==> src/rtl/link_tx.sv <==
// Flit-to-phit link transmitter with holding FIFO and Stop & Go flow control.
// Define LINK_TX_GO_REG_EN to register Go before it gates flit starts.
module link_tx #(
   parameter int FLIT_SIZE      = 64,
   parameter int PHIT_SIZE      = 16,
   parameter int FLIT_TYPE_SIZE = 2,
   parameter int QUEUE_SIZE     = 2
) (
   input  logic                      clk,
   input  logic                      rst_n,
   input  logic [FLIT_SIZE-1:0]      FlitIn,
   input  logic [FLIT_TYPE_SIZE-1:0] FlitTypeIn,
   input  logic                      BroadcastFlitIn,
   input  logic                      ValidIn,
   output logic                      Avail,
   output logic [PHIT_SIZE-1:0]      Flit,
   output logic [FLIT_TYPE_SIZE-1:0] FlitType,
   output logic                      BroadcastFlit,
   output logic                      Valid,
   input  logic                      Go,
   output logic                      Overflow
);

   localparam int NUM_PHITS = FLIT_SIZE / PHIT_SIZE;
   localparam int PW        = $clog2(NUM_PHITS) + 1;
   localparam int QW        = $clog2(QUEUE_SIZE);
   localparam int CW        = QW + 1;
   localparam logic [PW-1:0] LAST = PW'(NUM_PHITS - 1);

   typedef enum logic {IDLE, SEND} state_t;

   logic [FLIT_SIZE-1:0]      mem_flit [QUEUE_SIZE];
   logic [FLIT_TYPE_SIZE-1:0] mem_type [QUEUE_SIZE];
   logic                      mem_bc   [QUEUE_SIZE];
   logic [QW-1:0]             wr_ptr, rd_ptr;
   logic [CW-1:0]             count_q;

   state_t                    state_q, state_d;
   logic [PW-1:0]             phit_q, phit_d;
   logic                      valid_q, valid_d;
   logic [PHIT_SIZE-1:0]      flit_q, flit_d;
   logic [FLIT_TYPE_SIZE-1:0] type_q, type_d;
   logic                      bc_q, bc_d;
   logic                      ovf_q;

   logic                      go_eff;
   logic                      wr, pop, empty;
   logic [FLIT_SIZE-1:0]      head;
   logic [PHIT_SIZE-1:0]      head_phit;

`ifdef LINK_TX_GO_REG_EN
   logic go_q;

   always_ff @(posedge clk or negedge rst_n) begin
      if (!rst_n) go_q <= 1'b0;
      else        go_q <= Go;
   end

   assign go_eff = go_q;
`else
   assign go_eff = Go;
`endif

   assign Avail     = count_q < CW'(QUEUE_SIZE);
   assign empty     = count_q == '0;
   assign wr        = ValidIn & Avail;
   assign head      = mem_flit[rd_ptr];
   assign head_phit = head[int'(phit_q) * PHIT_SIZE +: PHIT_SIZE];

   always_ff @(posedge clk or negedge rst_n) begin
      if (!rst_n) begin
         for (int i = 0; i < QUEUE_SIZE; i++) begin
            mem_flit[i] <= '0;
            mem_type[i] <= '0;
            mem_bc[i]   <= 1'b0;
         end
         wr_ptr  <= '0;
         rd_ptr  <= '0;
         count_q <= '0;
         ovf_q   <= 1'b0;
      end else begin
         if (wr) begin
            mem_flit[wr_ptr] <= FlitIn;
            mem_type[wr_ptr] <= FlitTypeIn;
            mem_bc[wr_ptr]   <= BroadcastFlitIn;
            wr_ptr           <= wr_ptr + QW'(1);
         end
         if (pop) rd_ptr <= rd_ptr + QW'(1);
         unique case ({wr, pop})
            2'b10:   count_q <= count_q + CW'(1);
            2'b01:   count_q <= count_q - CW'(1);
            default: count_q <= count_q;
         endcase
         if (ValidIn && !Avail) ovf_q <= 1'b1;
      end
   end

   // Go only gates flit starts; a started flit always runs to its last phit.
   always_comb begin
      state_d = state_q;
      phit_d  = phit_q;
      valid_d = 1'b0;
      flit_d  = flit_q;
      type_d  = type_q;
      bc_d    = bc_q;
      pop     = 1'b0;
      unique case (state_q)
         IDLE: begin
            if (!empty && go_eff) begin
               valid_d = 1'b1;
               flit_d  = head[PHIT_SIZE-1:0];
               type_d  = mem_type[rd_ptr];
               bc_d    = mem_bc[rd_ptr];
               if (NUM_PHITS == 1) begin
                  pop = 1'b1;
               end else begin
                  state_d = SEND;
                  phit_d  = PW'(1);
               end
            end
         end
         SEND: begin
            valid_d = 1'b1;
            flit_d  = head_phit;
            type_d  = mem_type[rd_ptr];
            bc_d    = mem_bc[rd_ptr];
            if (phit_q == LAST) begin
               pop    = 1'b1;
               phit_d = '0;
               if (count_q > CW'(1) && go_eff) state_d = SEND;
               else                            state_d = IDLE;
            end else begin
               phit_d = phit_q + PW'(1);
            end
         end
      endcase
   end

   always_ff @(posedge clk or negedge rst_n) begin
      if (!rst_n) begin
         state_q <= IDLE;
         phit_q  <= '0;
         valid_q <= 1'b0;
         flit_q  <= '0;
         type_q  <= '0;
         bc_q    <= 1'b0;
      end else begin
         state_q <= state_d;
         phit_q  <= phit_d;
         valid_q <= valid_d;
         flit_q  <= flit_d;
         type_q  <= type_d;
         bc_q    <= bc_d;
      end
   end

   assign Flit          = flit_q;
   assign FlitType      = type_q;
   assign BroadcastFlit = bc_q;
   assign Valid         = valid_q;
   assign Overflow      = ovf_q;

endmodule
==> config.mk <==
export PLATFORM = sky130hd
export DESIGN_NAME = link_tx
export DESIGN_NICKNAME = d
export VERILOG_FILES = /design/src/rtl/link_tx.sv
export SDC_FILE = /design/constraint.sdc
export NUM_CORES = 1
export LEC_CHECK = 0
export ABC_AREA = 1
export CAP_MARGIN = 20
export CORE_MARGIN = 2
export CORE_UTILIZATION = 55
export CTS_BUF_LIST = sky130_fd_sc_hd__clkbuf_4 sky130_fd_sc_hd__clkbuf_8
export CTS_CLUSTER_SIZE = 12
export DETAILED_ROUTE_END_ITERATION = 8
export PLACE_DENSITY = 0.83
export SLEW_MARGIN = 25
export SYNTH_ARGS = -nofsm -noshare
export SYNTH_HDL_FRONTEND = slang
export SYNTH_SLANG_ARGS = --single-unit
==> constraint.sdc <==
create_clock -name clk -period 1.79 [get_ports clk]
set_input_delay 0.179 -clock clk [delete_from_list [all_inputs] [get_ports clk]]
set_output_delay 0.179 -clock clk [all_outputs]
set_load 0.05 [all_outputs]
* Word level (Yosys, flattened, before mapping)
Cells that the tools add are included.
** Operators by class
- $add $sub $neg :: 5
- Multipliers :: 0
- Divide/modulo/power cells :: 0
- $lt $le $gt $ge :: 5
- Eq/ne operators :: 4
- Shifts and indexed selects :: 1
- Mux-type cells :: 35
- Bitwise operators :: 4
- Reduce and logical (&&, ||, !) cells :: 8
** Operators by type and width (count)
- 2-to-1 mux 64 bit :: 4
- bitwise mux 128 bit :: 1
- demux 64 bit (select 1 bit) :: 1
- variable part select 64 x 8 -> 16 bit :: 1
- one-hot mux 16 bit (2 select lines) :: 1
- 2-to-1 mux 16 bit :: 1
- 2-to-1 mux 1 bit :: 10
- 2-to-1 mux 2 bit :: 5
- one-hot mux 2 bit (2 select lines) :: 2
- 2-to-1 mux 3 bit :: 2
- one-hot mux 1 bit (2 select lines) :: 3
- one-hot mux 3 bit (2 select lines) :: 1
- bitwise mux 4 bit :: 1
- >= comparator 2 bit (second input constant) :: 2
- logical AND 1 bit :: 4
- inverter 1 -> 2 bit :: 2
- adder 3 x 1 -> 3 bit (second input constant) :: 1
- equality test 3 x 2 -> 1 bit (second input constant) :: 1
- adder 1 bit (second input constant) :: 2
- adder 2 x 1 -> 2 bit (second input constant) :: 1
- bitwise mux 2 bit :: 1
- demux 2 bit (select 1 bit) :: 1
- equality test 2 x 1 -> 1 bit (second input constant) :: 1
- equality test 2 bit (second input constant) :: 1
- other kinds (11) :: 12
** Word-level totals
- Register bits :: 163
- Latch bits :: 0
- RAM bits :: 0
- Memory bits (read-only) :: 0
- Input bits :: 71
- Memories :: 0

* Logic depth before layout (Yosys ltp)
Gate-level depths: netlist (run 1).
- Word-level depth :: 6
- Mapped depth :: 8

* Worst setup path after synthesis (run 1)
Ideal clock, no wire load.
- Kind :: reg2reg
- Start :: reg count_q[1]
- End :: reg flit_q[10], in the netlist Flit[10]
- Setup time :: 0.077 ns
- Arrival :: 1.559 ns
- Data required time :: 1.713 ns
- Slack :: 0.153 ns
- Stages on the path, launching flop included :: 9
- Path buffers :: 2
- Clock period less this slack :: 1.637 ns
- Cells stage by stage :: dfrtp_1 inv_2 ha_1 inv_1 a21oi_1 buf_2 buf_2 a31oi_1 a21oi_1
** On the way
- Cells in the longest elaborated chain, start to end :: 4
** RTL lines
- from (decl) :: RTL line 36 : logic [CW-1:0] count_q;
- from (signal assigned) :: RTL line 90 : 2'b10: count_q <= count_q + CW'(1);
- from (signal assigned) :: RTL line 91 : 2'b01: count_q <= count_q - CW'(1);
- from (signal assigned) :: RTL line 92 : default: count_q <= count_q;
- zero test 2 bit :: RTL line 65 : assign empty = count_q == '0;
- zero test 1 bit :: RTL line 109 : if (!empty && go_eff) begin
- logical AND 1 bit :: RTL line 109
- inequality test 2 bit (no line)
- to (signal assigned) :: RTL line 151 : flit_q <= flit_d;
- to (decl) :: RTL line 41 : logic [PHIT_SIZE-1:0] flit_q, flit_d;
Every way passes these cells.
A chain may end at the register's enable or synchronous reset.

* Final worst setup path (run 1)
- Start :: reg phit_q[0]
- End :: reg flit_q[12], in the netlist Flit[12]
** On the way
- Cells in the longest elaborated chain, start to end :: 2
** RTL lines
- from (decl) :: RTL line 39 : logic [PW-1:0] phit_q, phit_d;
- from (signal assigned) :: RTL line 149 : phit_q <= phit_d;
- variable part select 64 x 8 -> 16 bit :: RTL line 68 : assign head_phit = head[int'(phit_q) * PHIT_SIZE +: PHIT_SIZE];
- one-hot mux 16 bit (2 select lines) :: RTL line 107 : unique case (state_q)
Every way passes these cells.

==> results_dict.tcl, run 1 <==
set metrics [dict create \
    top_level_pins 93 \
    power_leakage_nw 4.87 \
    syn-mean-instance-area_um2 7.78 \
    power_density_mw_per_mm2 1910 \
    worstPathRequired_ns 2.17 \
    synthMuxAreaShare_pct 0 \
    finalSetupTns_ns 0 \
    place_hpwl_mm 12.7 \
    drt-pass1-iter-count 5 \
    clock-sinks 163 \
    drive_gt1_share_pct 7.84 \
    drtAntennaViolNets 0 \
    synthesis.area_mm2 0.00782 \
    groute.usage.overall_pct 26.5 \
    dr.first_iter.drc_count 689 \
    die-area_mm2 0.0152 \
    grt_pass1_vias 6316 \
    clock_tree.htree_level_count 4 \
    origin_of_the_critical_flop_to_flop_path "phit_q[0]" \
    num_vias 6772 \
    post_synth_num_cell_types 25 \
    report.final.hold_viol_count 0 \
    cap_viol_max_count 0 \
    place_ws_ns 0.0883 \
    setup_viol 0 \
    flow.area_growth_from_synthesis_pct 20.3 \
    wl_mm 19.0 \
    routedWlPerCell_um 14.9 \
    worst-r2r-cell-count 5 \
    finalWeightedCongestion 0.851 \
    portbufs 92 \
    worst_ir_drop_vdd_v 0.000691 \
    synth_top_family_by_area "simple AND/OR/NAND/NOR gates" \
    grt_setup_unrepaired "false" \
    buffers_inverters_on_critical_path 2 \
    cp_cell_sequence "buf_4, clkinv_1, nand3_1, nand3_1, a21oi_1" \
    stdcell_count 1277 \
    yosysTopAreaCell "sky130_fd_sc_hd__dfrtp_1" \
    first_pass_grt_wire_length_mm 30.6 \
    critical_path.reg2reg.endpoint "Flit[12]" \
    crit_slowest_cell "sky130_fd_sc_hd__clkinv_1" \
    pin_count_of_the_biggest_net_entering_global_routing 71 \
    vias_per_cell 5.30 \
    fraction_of_the_mapped_netlist_area_in_adder_cells_pct 0.640 \
    timing.final.ws_setup_ns 0.131 \
    final.setup_skew_ns 0.0140 \
    status "finished clean" \
    ys.warnings.count 0 \
    post_synth_top_area_share_pct 52.2 \
    post_synth_and_or_nand_nor_area_fraction_pct 22.2 \
    timing.hold.worst.class "in2async" \
    synth_fp_nets 1080 \
    critical_path.endpoint_type "flip-flop" \
    rows 43 \
    worstSetupStartpointType "flip-flop" \
    synth-seq-area-share_pct 52.2 \
    period_needed_ns 1.66 \
    report.final.slew_viol_count 0 \
    critical-path-top-cell-by-count "sky130_fd_sc_hd__nand3_1" \
    clockRootBuffer "sky130_fd_sc_hd__clkbuf_8" \
    slew-limit-headroom_pct 65.2 \
    tritoncts "done" \
    critical-path-max-stage-delay_ns 0.46 \
    path_clk_slew_ns 0.09 \
    clock_insertion_delay_at_the_later_pin_of_the_skew_report_ns 0.46 \
    placeableCoreArea_mm2 0.0139 \
    num-nets-final 1159 \
    compound_cell_area_share_of_the_yosys_netlist_pct 11.7 \
    die-width_um 123 \
    antenna_found_initial 0 \
    drcViolationCount 0 \
    synth.area.top_cells "sky130_fd_sc_hd__dfrtp_1 (52%), sky130_fd_sc_hd__nand2_1 (12%), sky130_fd_sc_hd__inv_1 (8.8%)" \
    cts_buffer_count 17 \
    period_share_pct 92.7 \
    post_synth_xor_area_fraction_pct 0.336 \
    worst_ep_arrival_time_ns 2.04 \
    post_synth_inst_count 1005 \
    dp.cells 1241 \
    maxClockFrequency_mhz 603 \
    die_h_um 123 \
    crit_family "buffers and inverters" \
    worst_pin_slew_ns 0.522 \
    overflow 0 \
    clock_tree.buffer_depth 2 \
    post-route-util_pct 67.7 \
    diodes 0 \
    initial_core_util_pct 56.3 \
    postSynthRegisterBits 163 \
    ff2ff_setup_slack_ns 0.13 \
    timing_worst_setup_path_type "reg2reg" \
    crit_path_max_fanout 18 \
]
-- cells in the mapped netlist --
master                       n
sky130_fd_sc_hd__clkbuf_2    1
sky130_fd_sc_hd__nor2_1     21
sky130_fd_sc_hd__a21oi_1    19
sky130_fd_sc_hd__buf_6       7
sky130_fd_sc_hd__buf_2      28
sky130_fd_sc_hd__clkinv_1    1
sky130_fd_sc_hd__a31oi_1    19
sky130_fd_sc_hd__ha_1        4
sky130_fd_sc_hd__nor2_2      1
sky130_fd_sc_hd__clkbuf_1   21
sky130_fd_sc_hd__buf_1       2
sky130_fd_sc_hd__o21a_1      1
sky130_fd_sc_hd__nand3_1   113
sky130_fd_sc_hd__nand2_2     1
sky130_fd_sc_hd__o21ai_0    87
sky130_fd_sc_hd__xnor2_1     2
sky130_fd_sc_hd__or2_1       1
sky130_fd_sc_hd__xor2_1      1
sky130_fd_sc_hd__nand2_1   258
sky130_fd_sc_hd__a21o_1      1
sky130_fd_sc_hd__inv_2       3
sky130_fd_sc_hd__inv_1     184
sky130_fd_sc_hd__or2_2      16
sky130_fd_sc_hd__o21ai_1    50
sky130_fd_sc_hd__dfrtp_1   163
-- metal layers --
metal | routed length, um | track usage, % | vias to the layer above | part of all wire, %
met3 | 1300 | 5.72 | 44 | 6.8
met4 | 605 | 11.2 | 0 | 3.2
met5 | 0 | 0 | - | 0
met1 | 7780 | 34.8 | 3198 | 41
met2 | 9310 | 42.8 | 244 | 49
li1 | - | - | 3286 | -
-- sequential cells by signal, indices dropped and copies added (netlist names) --
register,count
BroadcastFlit,1
phit_q,3
wr_ptr,1
Flit,16
Valid,1
state_q,1
mem_type,4
mem_bc,2
count_q,2
FlitType,2
mem_flit,128
Overflow,1
rd_ptr,1
-- where the power goes --
part	switching, mW	leakage (nW)	total, mW	internal, mW
clock network	1.30	0.236	3.12	1.81
logic	5.50	2.63	8.41	2.91
registers	0.953	2.01	6.39	5.44
-- timing repair --
item	CTS	global route
setup buffers	0	2
resized for setup	21	3
hold buffers	1	0
gates cloned	0	1
hold endpoints to repair	47	0
setup endpoints to repair	21	14
-- worst max-delay path by stage --
stage                     slack, ns        from      endpoint  cells after the start
after floorplan                0.15  count_q[1]      Flit[10]                      8
after global placement         0.16     ValidIn   mem_type[2]                      6
after detailed placement       0.09     ValidIn  mem_flit[77]                      6
after CTS                      0.12  count_q[0]   FlitType[1]                      7
after global routing           0.02  count_q[0]       Flit[9]                      7
final                          0.13   phit_q[0]      Flit[12]                      5
-- cell type report --
type                       count  area [um2]
tap                          180         225
timing repair buffer         118        1170
timing repair inverter         1        7.51
multi-input combinational    595        2740
clock buffer                  23         298
sequential                   163        4080
inverter                     188         709
clock inverter                 9         175
fill                        1180        4480
-- cells in the final DEF, fill, tap and decap left out --
cell                              instances
sky130_fd_sc_hd__a21o_1                   1
sky130_fd_sc_hd__a21oi_1                 18
sky130_fd_sc_hd__a21oi_2                  1
sky130_fd_sc_hd__a31oi_1                 19
sky130_fd_sc_hd__buf_12                   6
sky130_fd_sc_hd__buf_4                   20
sky130_fd_sc_hd__buf_6                    1
sky130_fd_sc_hd__bufinv_16                5
sky130_fd_sc_hd__clkbuf_4                 3
sky130_fd_sc_hd__clkbuf_8                20
sky130_fd_sc_hd__clkdlybuf4s50_1         69
sky130_fd_sc_hd__clkinv_1                 1
sky130_fd_sc_hd__clkinv_2                 2
sky130_fd_sc_hd__clkinvlp_4               4
sky130_fd_sc_hd__dfrtp_1                162
sky130_fd_sc_hd__dfrtp_2                  1
sky130_fd_sc_hd__dlygate4sd2_1           21
sky130_fd_sc_hd__dlygate4sd3_1            1
sky130_fd_sc_hd__ha_1                     4
sky130_fd_sc_hd__inv_1                  183
sky130_fd_sc_hd__inv_2                    3
sky130_fd_sc_hd__nand2_1                258
sky130_fd_sc_hd__nand2_2                  1
sky130_fd_sc_hd__nand3_1                112
sky130_fd_sc_hd__nand3_4                  1
sky130_fd_sc_hd__nor2_1                  21
sky130_fd_sc_hd__nor2_2                   1
sky130_fd_sc_hd__o21a_1                   1
sky130_fd_sc_hd__o21ai_0                 87
sky130_fd_sc_hd__o21ai_1                 50
sky130_fd_sc_hd__or2_2                   16
sky130_fd_sc_hd__or2_4                    1
sky130_fd_sc_hd__xnor2_1                  2
sky130_fd_sc_hd__xor2_1                   1
-- per-stage QoR --
step | hold slack [ns] | total power, mW | cell area, um2
after global placement | 0.159 | 14.5 | 8920
after floorplan | -0.117 | 12.3 | 7820
after global routing | 0.263 | 19.2 | 9400
final | 0.243 | 17.9 | 9400
after CTS | 0.241 | 17.9 | 9370
after detailed placement | 0.164 | 14.8 | 8920
-- cell families (layout without fill, tap and decap cells) --
| kind of cell | Yosys count | count (layout) |
|---|---|---|
| AO/OA/AOI/OAI | 177 | 177 |
| XOR/XNOR | 3 | 3 |
| adder cells (fa/ha/maj) | 4 | 4 |
| buffers and inverters | 247 | 339 |
| flip-flops | 163 | 163 |
| AND/OR/NAND/NOR | 411 | 411 |
(Power assumes the default switching activity.)
==> run 2: changes to the inputs <==
--- a/config.mk
+++ b/config.mk
@@ -8,11 +8,11 @@
 export ABC_AREA = 1
 export CAP_MARGIN = 20
 export CORE_MARGIN = 2
-export CORE_UTILIZATION = 55
+export CORE_UTILIZATION = 41
 export CTS_BUF_LIST = sky130_fd_sc_hd__clkbuf_4 sky130_fd_sc_hd__clkbuf_8
 export CTS_CLUSTER_SIZE = 12
 export DETAILED_ROUTE_END_ITERATION = 8
-export PLACE_DENSITY = 0.83
+export PLACE_DENSITY = 0.68
 export SLEW_MARGIN = 25
 export SYNTH_ARGS = -nofsm -noshare
 export SYNTH_HDL_FRONTEND = slang
==> constraint.sdc (replaced) <==
create_clock -name clk -period 1.46 [get_ports clk]
set_input_delay 0.146 -clock clk [delete_from_list [all_inputs] [get_ports clk]]
set_output_delay 0.146 -clock clk [all_outputs]
set_load 0.05 [all_outputs]
==> results_dict.tcl, run 2 (synthesized netlist as in run 1, its figures left out) <==
set metrics [dict create \
    diodes 0 \
    setup_viol 1 \
    layout.cells.most_common "sky130_fd_sc_hd__nand2_1" \
    die-area_mm2 0.0202 \
    cts_buffer_count 17 \
    worst-r2r-cell-count 7 \
    seq_power_share_pct 33.2 \
    fillers 1717 \
    p_int_mw 13.6 \
    initial_core_util_pct 41.8 \
    first_pass_grt_wire_length_mm 33.0 \
    share_clk_of_total_power_pct 14.5 \
    p_sw_mw 10.6 \
    pwr-share-comb_pct 52.3 \
    power_density_mw_per_mm2 2350 \
    critical_path.endpoint_type "flip-flop" \
    top_level_pins 93 \
    worst_ep_arrival_time_ns 1.82 \
    portbufs 92 \
    ff_latch_area_mm2 0.00408 \
    ff2ff_setup_slack_ns -0.02 \
    final.setup_skew_ns 0.0110 \
    grt_setup_unrepaired "true" \
    timing.hold.worst.class "in2async" \
    origin_of_the_critical_flop_to_flop_path "count_q[1]" \
    cap_viol_max_count 0 \
    finalSetupTns_ns -0.0211 \
    post-route-util_pct 55.1 \
    drt-pass1-iter-count 5 \
    worstPathRequired_ns 1.80 \
    place_hpwl_mm 13.8 \
    report.final.hold_viol_count 0 \
    worst_ir_drop_vdd_v 0.000989 \
    die_h_um 142 \
    report.power.total_mw 24.2 \
    drive_gt1_share_pct 17.8 \
    flow.area_growth_from_synthesis_pct 31.9 \
    largest_register_ff_count 128 \
    clockRootBuffer "sky130_fd_sc_hd__clkbuf_8" \
    wl_mm 22.4 \
    dr.first_iter.drc_count 559 \
    vias_per_cell 5.04 \
    rows 50 \
    worst_pin_slew_ns 0.522 \
    hold_slack_ns 0.200 \
    clock_insertion_delay_at_the_later_pin_of_the_skew_report_ns 0.47 \
    stdcell_count 1365 \
    die-width_um 142 \
    overflow 0 \
    antenna_found_initial 0 \
    pin_count_of_the_biggest_net_entering_global_routing 49 \
    drcViolationCount 0 \
    crit_path_max_fanout 7 \
    timing.final.ws_setup_ns -0.0211 \
    dp.cells 1311 \
    multi_input_area_mm2 0.00305 \
    grt_pass1_vias 6581 \
    num_vias 6881 \
    worstSetupStartpointType "flip-flop" \
    timing_worst_setup_path_type "reg2reg" \
    proportion_of_total_power_due_to_net_switching_pct 43.9 \
    report.final.slew_viol_count 0 \
    period_share_pct 101 \
    clock-sinks 163 \
    finalWeightedCongestion 0.887 \
    slew-limit-headroom_pct 65.2 \
    groute.usage.overall_pct 21.0 \
    clock_tree.htree_level_count 4 \
    critical_path.reg2reg.endpoint "mem_flit[105]" \
    clock_tree.buffer_depth 2 \
    status "finished with violations" \
    tritoncts "done" \
    failed_checks "setup timing" \
    maxClockFrequency_mhz 675 \
    placeableCoreArea_mm2 0.0187 \
    drtAntennaViolNets 0 \
    power_leakage_nw 5.25 \
    max_flop_register "mem_flit" \
    path_clk_slew_ns 0.09 \
    num-nets-final 1193 \
    mostFrequentLayoutCells "sky130_fd_sc_hd__nand2_1 (234), sky130_fd_sc_hd__inv_1 (182), sky130_fd_sc_hd__dfrtp_1 (162), sky130_fd_sc_hd__nand3_1 (101), sky130_fd_sc_hd__o21ai_0 (71)" \
    period_needed_ns 1.48 \
    routedWlPerCell_um 16.4 \
]
## run 2: cell types whose count changed in the layout (fill, tap and decap cells not counted), sizes merged
cell	change
inv	+1
clkbuf	+11
or2	+2
clkinv	-1
buf	+45
bufinv	-3
dlygate4sd2	-21
## run 2: critical path, cell delays in order (launching register included)
cell and delay [ns]:
sky130_fd_sc_hd__dfrtp_1 0.41, sky130_fd_sc_hd__inv_4 0.08, sky130_fd_sc_hd__buf_8 0.12, sky130_fd_sc_hd__nand2_8 0.05, sky130_fd_sc_hd__or2_4 0.35, sky130_fd_sc_hd__clkbuf_16 0.20
sky130_fd_sc_hd__nand2_1 0.06, sky130_fd_sc_hd__o21ai_1 0.07
## run 2: layout make-up
cell class,count,share of cell area (%)
Sequential cell,163,39.6
Timing Repair Buffer,151,17.0
Inverter,188,6.87
Clock inverter,7,0.922
Clock buffer,25,3.22
Multi-Input combinational cell,597,29.6
Tap cell,234,2.84
## run 2: worst max-delay path by stage
stage	startpoint	cells after the start	slack, ns	endpoint
6_report	count_q[1]	7	-0.02	mem_flit[105]
5_1_grt	count_q[1]	7	-0.08	mem_flit[105]
4_1_cts	count_q[1]	7	-0.02	Flit[8]
3_5_place_dp	ValidIn	6	-0.10	mem_flit[68]
3_3_place_gp	ValidIn	6	-0.04	mem_flit[91]
2_1_floorplan	count_q[1]	8	-0.008	mem_bc[1]
## run 2: repair_timing
action,4_1_cts,5_1_grt
hold buffers,1,0
cloned,1,16
setup buffers,0,4
pin swaps,0,6
resized for setup,5,104
setup endpoints to repair,13,79
endpoints found under the hold margin,43,0
## run 2: power groups by stage
stage	clock (mW)	sequential (mW)	combinational (mW)
2_1_floorplan	0	8.56	6.56
3_3_place_gp	0	7.90	10.6
3_5_place_dp	0	7.93	10.8
4_1_cts	3.55	7.88	10.9
5_1_grt	3.75	8.28	13.9
6_report	3.51	8.04	12.7
## run 2: routing by layer
| layer | up-vias | GRT usage [%] | part of all wire (%) |
|---|---|---|---|
| li1 | 3359 | - | - |
| met1 | 3275 | 27.5 | 42 |
| met2 | 207 | 33.6 | 48 |
| met3 | 40 | 5.85 | 6.9 |
| met4 | 0 | 7.63 | 2.7 |
| met5 | - | 0 | 0 |
## run 2: stage by stage
step,setup WS [ns],area [um2]
2_1_floorplan,-0.00794,7830
3_3_place_gp,-0.0358,9180
3_5_place_dp,-0.103,9180
4_1_cts,-0.0156,9650
5_1_grt,-0.0794,10300
6_report,-0.0211,10300
